[config.mk]
export PLATFORM = sky130hd
export DESIGN_NAME = p2_period_meter
export DESIGN_NICKNAME = d
export VERILOG_FILES = /design/src/rtl/p2_period_meter.sv
export SDC_FILE = /design/constraint.sdc
export NUM_CORES = 1
export LEC_CHECK = 0
export BUFFER_PORTS_ARGS = -buffer_cell sky130_fd_sc_hd__buf_4
export CAP_MARGIN = 20
export CELL_PAD_IN_SITES_DETAIL_PLACEMENT = 0
export CELL_PAD_IN_SITES_GLOBAL_PLACEMENT = 2
export CORE_ASPECT_RATIO = 0.5
export CORE_UTILIZATION = 41
export DETAILED_ROUTE_END_ITERATION = 8
export GPL_TIMING_DRIVEN = 0
export PLACE_DENSITY_LB_ADDON = 0.1
export SYNTH_ARGS = -nofsm -noshare
export SYNTH_HDL_FRONTEND = slang
export SYNTH_SLANG_ARGS = --single-unit
[constraint.sdc]
create_clock -name clockin -period 6 [get_ports clockin]
set_input_delay 0.9 -clock clockin [delete_from_list [all_inputs] [get_ports clockin]]
set_output_delay 0.9 -clock clockin [all_outputs]
set_load 0.02 [all_outputs]
[src/rtl/p2_period_meter.sv]
// Measures high time, low time and period of a slow signal in clockin cycles,
// publishing one result per signal cycle and flagging stalls with a sticky timeout.
module p2_period_meter #(
  parameter int CNT_W       = 16,
  parameter int SYNC_STAGES = 2   // 0..3; 0 samples sig_in directly
) (
  input  logic             clockin,
  input  logic             resetn,
  input  logic             enable,
  input  logic             sig_in,
  input  logic [CNT_W-1:0] expected_period,
  output logic [CNT_W-1:0] high_cnt,
  output logic [CNT_W-1:0] low_cnt,
  output logic [CNT_W-1:0] period,
  output logic             meas_valid,
  output logic             period_ok,
  output logic             timeout
);

  typedef enum logic [1:0] {
    IDLE      = 2'd0,
    WAIT_RISE = 2'd1,
    HIGH      = 2'd2,
    LOW       = 2'd3
  } state_t;

  localparam logic [CNT_W-1:0] CNT_ZERO = {CNT_W{1'b0}};
  localparam logic [CNT_W-1:0] CNT_ONE  = {{(CNT_W-1){1'b0}}, 1'b1};
  localparam logic [CNT_W-1:0] CNT_MAX  = {CNT_W{1'b1}};
  // A counter sitting here would reach all-ones on its next increment.
  localparam logic [CNT_W-1:0] CNT_LAST = CNT_MAX - CNT_ONE;

  function automatic logic [CNT_W-1:0] sat_add(input logic [CNT_W-1:0] a,
                                               input logic [CNT_W-1:0] b);
    logic [CNT_W:0] sum;
    sum = {1'b0, a} + {1'b0, b};
    if (sum[CNT_W]) begin
      sat_add = CNT_MAX;
    end else begin
      sat_add = sum[CNT_W-1:0];
    end
  endfunction

  logic             sig_s;
  logic             sig_p_r;
  logic             rise_s;
  logic             fall_s;
  state_t           state_r;
  logic [CNT_W-1:0] hc_r;
  logic [CNT_W-1:0] lc_r;
  logic             cap_r;
  logic [CNT_W-1:0] cap_hc_r;
  logic [CNT_W-1:0] cap_lc_r;
  logic [CNT_W-1:0] sum_sat_s;

  generate
    if (SYNC_STAGES == 0) begin : g_nosync
      assign sig_s = sig_in;
    end else begin : g_sync
      logic [SYNC_STAGES-1:0] sync_r;

      // Synchronizer shift chain for the asynchronous input.
      always_ff @(posedge clockin or negedge resetn) begin
        if (!resetn) begin
          sync_r <= {SYNC_STAGES{1'b0}};
        end else begin
          sync_r[0] <= sig_in;
          for (int i = 1; i < SYNC_STAGES; i++) begin
            sync_r[i] <= sync_r[i-1];
          end
        end
      end

      assign sig_s = sync_r[SYNC_STAGES-1];
    end
  endgenerate

  // Previous-cycle copy of the synchronized signal for edge detection.
  always_ff @(posedge clockin or negedge resetn) begin
    if (!resetn) begin
      sig_p_r <= 1'b0;
    end else begin
      sig_p_r <= sig_s;
    end
  end

  assign rise_s    = sig_s & ~sig_p_r;
  assign fall_s    = ~sig_s & sig_p_r;
  assign sum_sat_s = sat_add(cap_hc_r, cap_lc_r);

  // Measurement FSM: phase counters, timeout and capture of finished periods.
  always_ff @(posedge clockin or negedge resetn) begin
    if (!resetn) begin
      state_r  <= IDLE;
      hc_r     <= CNT_ZERO;
      lc_r     <= CNT_ZERO;
      timeout  <= 1'b0;
      cap_r    <= 1'b0;
      cap_hc_r <= CNT_ZERO;
      cap_lc_r <= CNT_ZERO;
    end else if (!enable) begin
      state_r <= IDLE;
      hc_r    <= CNT_ZERO;
      lc_r    <= CNT_ZERO;
      timeout <= 1'b0;
      cap_r   <= 1'b0;
    end else begin
      cap_r <= 1'b0;
      case (state_r)
        IDLE: begin
          hc_r    <= CNT_ZERO;
          lc_r    <= CNT_ZERO;
          timeout <= 1'b0;
          state_r <= WAIT_RISE;
        end
        WAIT_RISE: begin
          // lc doubles as a stall counter until the first full cycle starts.
          if (lc_r == CNT_LAST) begin
            timeout <= 1'b1;
            hc_r    <= CNT_ZERO;
            lc_r    <= CNT_ZERO;
          end else if (rise_s) begin
            state_r <= HIGH;
            hc_r    <= CNT_ONE;
            lc_r    <= CNT_ZERO;
          end else begin
            lc_r <= lc_r + CNT_ONE;
          end
        end
        HIGH: begin
          if (hc_r == CNT_LAST) begin
            timeout <= 1'b1;
            hc_r    <= CNT_ZERO;
            lc_r    <= CNT_ZERO;
            state_r <= WAIT_RISE;
          end else if (fall_s) begin
            state_r <= LOW;
            lc_r    <= CNT_ONE;
          end else begin
            hc_r <= hc_r + CNT_ONE;
          end
        end
        LOW: begin
          if (lc_r == CNT_LAST) begin
            timeout <= 1'b1;
            hc_r    <= CNT_ZERO;
            lc_r    <= CNT_ZERO;
            state_r <= WAIT_RISE;
          end else if (rise_s) begin
            cap_r    <= 1'b1;
            cap_hc_r <= hc_r;
            cap_lc_r <= lc_r;
            state_r  <= HIGH;
            hc_r     <= CNT_ONE;
            lc_r     <= CNT_ZERO;
          end else begin
            lc_r <= lc_r + CNT_ONE;
          end
        end
        default: begin
          state_r <= IDLE;
          hc_r    <= CNT_ZERO;
          lc_r    <= CNT_ZERO;
        end
      endcase
    end
  end

  // Result registers: updated only on publish, otherwise they hold.
  always_ff @(posedge clockin or negedge resetn) begin
    if (!resetn) begin
      high_cnt   <= CNT_ZERO;
      low_cnt    <= CNT_ZERO;
      period     <= CNT_ZERO;
      period_ok  <= 1'b0;
      meas_valid <= 1'b0;
    end else if (cap_r && enable) begin
      high_cnt   <= cap_hc_r;
      low_cnt    <= cap_lc_r;
      period     <= sum_sat_s;
      period_ok  <= (sum_sat_s == expected_period);
      meas_valid <= 1'b1;
    end else begin
      meas_valid <= 1'b0;
    end
  end

endmodule

==> results.tsv <==
stage	metric	value	unit
cells_and_area	Register Area	0.00303	mm^2
clocking	post-cts sizing count	0	
yosys	Syn. warnings	0	
route	DRT iter0 DRCs	150	
sta	Achievable Freq	290	MHz
route	Initial DRT Pass Iterations	6	
cells_and_area	fraction of layout cells with a size suffix above 1	25.7	%
worst_setup_path	Bufs and invs on worst path	1	
worst_setup_path	worst-path cell chain	ha_1, fa_1, a211oi_1, o211ai_1, a22oi_1, nand2_1, clkbuf_1, a21o_1, a311oi_1, nor2_1, nand4_1, o21ai_1	
clocking	post-CTS setup buffers	0	
cells_and_area	footprint of the multi-input gates	0.00301	mm^2
cells_and_area	Fill cells	1322	
route	DRC	0	
worst_setup_path	critical path depth in cells	12	
route	vias	4706	
sta	final hold viol count	0	
clocking	clk sinks	121	
sta	Worst slew margin	48.0	%
clocking	clock tree buffer depth	2	
cells_and_area	area grow syn2layout	23.6	%
sta	Final min period	3450	ps
power	pwr/cell area	265	mW/mm^2
hold_path	Hold Path Class	primary input to asynchronous set/reset pin	
worst_setup_path	Critical Path Fanout Max	10	
yosys	distinct cell type count after synthesis	59	
global_route	number of global-route vias before repair	4519	
floorplan	I/O pin cnt	71	
cells_and_area	Post-Route Utilization	52.4	%
cells_and_area	commonest cells after routing, fill and taps aside	121 x dfrtp_1, 71 x buf_4, 60 x nand2_1	
yosys	EDFF count, synth	0	
sta	Worst Tran Pin Value	776	ps
worst_setup_path	Critical-path top delay cell	a211oi_1	
worst_setup_path	crit-path leading delay family	compound AO/OA/AOI/OAI gates	
clocking	CTS buffer count	17	
worst_setup_path	Req. time, crit path	6290	ps
sta	worst clock skew	13.2	ps
global_route	GRT Overall Usage	21.3	%
power	Peak supply drop	163	uV
yosys	FF+latch count, synth	121	
cells_and_area	commonest non-fill, non-tap cell in the layout	dfrtp_1	
worst_setup_path	Worst Setup EP	period_ok	
yosys	Syn Inst Count	590	
route	vias per cell	5.28	
placed_design	port bufs	70	
worst_setup_path	RR Startpoint	cap_hc_r[0]	
yosys	ys async rst share	100	%
worst_setup_path	RR Endpoint	period_ok	
route	drt total wl	15.7	mm
floorplan	Core Box Area	0.0146	mm^2
clocking	clock root cell	clkbuf_16	
yosys	sequential-to-total area share from yosys stat	49.0	%
placed_design	DP Wirelength	11.7	mm
sta	period utilisation layout	57.5	%
route	ANT nets after route	0	
run	max-capacitance violation count	0	
placed_design	RePlAce Congestion	0.784	
power	leak pwr	3.68	nW
worst_setup_path	CP startpoint	cap_hc_r[0]	
worst_setup_path	kind of critical path	flop to flop	
route	DRT met1 WL	8.53	mm
cells_and_area	ant diodes	0	
route	Top Layer Used	met4	
yosys	Mapped Nets	631	
floorplan	Die Span Y	88.8	um
clocking	later-pin clock latency in the skew report	410	ps
cells_and_area	# nets final	722	
worst_setup_path	critical path capture point type	flop	
route	Met2 Routed Length	6.57	mm
sta	Final Setup Violations	0	
sta	Setup Total Neg Slack	0	ps
yosys	cell area after synthesis	0.00618	mm^2
floorplan	num rows	31	
clocking	H-tree depth	4	
worst_setup_path	R2R depth	12	
global_route	grt total ovfl	0	
global_route	first-pass GRT wire length	24.9	mm
floorplan	die area	0.0156	mm^2
global_route	antenna violations before repair	0	
route	metal3 WL	512	um
yosys	ys flop type	dfrtp_1	
sta	RSZ-0062 raised after global routing	false	
global_route	largest net degree at the start of global routing	96	
worst_setup_path	critical path arrival	3740	ps
run_status	status	finished, final reports clean	
worst_setup_path	Worst R2R Setup Slack	2550	ps
floorplan	die width	176	um
clocking	TritonCTS clock tree	built	
clocking	Clk pin slew, worst setup/hold paths	60	ps
floorplan	Initial Utilization	42.4	%
yosys	Mapped Avg Cell Area	10.5	um^2
sta	Pins Over Slew Limit	0	
worst_setup_path	max incr delay on CP	480	ps
route	drt wl/cell	17.6	um
worst_setup_path	Startpoint Class	flop	
clocking	hold buffers post-CTS	0	
## where the power goes
| part | leakage [nW] | switching (mW) | total, mW | internal (mW) |
|---|---|---|---|---|
| clock | 0.306 | 0.393 | 1.13 | 0.739 |
| combinational | 1.69 | 0.0430 | 0.0668 | 0.0238 |
| sequential | 1.68 | 0.00505 | 0.825 | 0.820 |
| total | 3.68 | 0.442 | 2.02 | 1.58 |
## registers in the layout (all words and copies together), names as in the netlist
signal         count
cap_hc_r          16
cap_lc_r          16
hc_r              16
high_cnt          16
lc_r              16
low_cnt           16
period            16
g_sync.sync_r      2
state_r            2
cap_r              1
meas_valid         1
period_ok          1
sig_p_r            1
timeout            1
## cells by family (layout without fill, tap and decap cells)
kind of cell | Yosys count | after routing | synth area share (%)
compound gates | 122 | 122 | 13.0
xor+xnor | 37 | 37 | 5.24
fa+ha+maj | 21 | 21 | 4.37
buf+inv | 33 | 136 | 2.27
flops | 121 | 121 | 49.0
mux | 59 | 59 | 10.7
simple gates | 197 | 197 | 15.4
## per-layer routing
layer	global-route usage, %	vias to the layer above
li1	-	2303
met1	31.7	2313
met2	31.5	79
met3	4.08	11
met4	6.17	0
met5	0	-
## worst min path at each step
stage                      from  cells past startpoint               end
2_1_floorplan  g_sync.sync_r[0]                      0  g_sync.sync_r[1]
3_3_place_gp   g_sync.sync_r[0]                      0  g_sync.sync_r[1]
3_5_place_dp   g_sync.sync_r[0]                      0  g_sync.sync_r[1]
4_1_cts                  resetn                      1         period[3]
5_1_grt                  resetn                      1         period[3]
6_report                 resetn                      1         period[3]
## per-stage QoR
step	instances	power, mW	setup slack (ps)	cell area, um^2	hold WS (ps)
finish	891	2.02	2550	7640	343
detailed placement	860	0.908	2540	6990	337
CTS	891	2.05	2520	7640	344
global route	891	2.10	2200	7640	352
floorplan	590	0.865	3150	6180	331
global placement	858	0.905	2540	6960	342
## layout make-up
class                   instances  area share, %
multi-input cells             436           39.4
inverters                      13          0.639
clock buffers                  17           5.57
repair buffers                 72           7.38
clock inverters                14           2.90
plain buffers                  20           1.20
well taps                     198           3.24
flip-flops and latches        121           39.6
## Yosys cell counts (14+ instances only)
cell / n / share of area (%)
xnor2_1: 14 / 2.0
nand2_1: 60 / 3.6
xor2_1: 23 / 3.3
ha_1: 20 / 4.0
clkbuf_1: 14 / 0.85
dfrtp_1: 121 / 49
a21oi_1: 23 / 1.9
nand3_1: 19 / 1.5
mux2_2: 57 / 10
nor3_1: 14 / 1.1
nor2_1: 52 / 3.2
o21ai_0: 47 / 3.8
## worst register-to-register path: cells and delay by family (launching register included)
| kind | cells | cell delay (ps) |
|---|---|---|
| DFF | 1 | 430 |
| buffers and inverters | 1 | 270 |
| AOI/OAI and AO/OA | 6 | 1640 |
| and+or+nand+nor | 3 | 290 |
| adders and majority gates | 2 | 700 |
No activity file was read; power rests on OpenSTA's default activity.
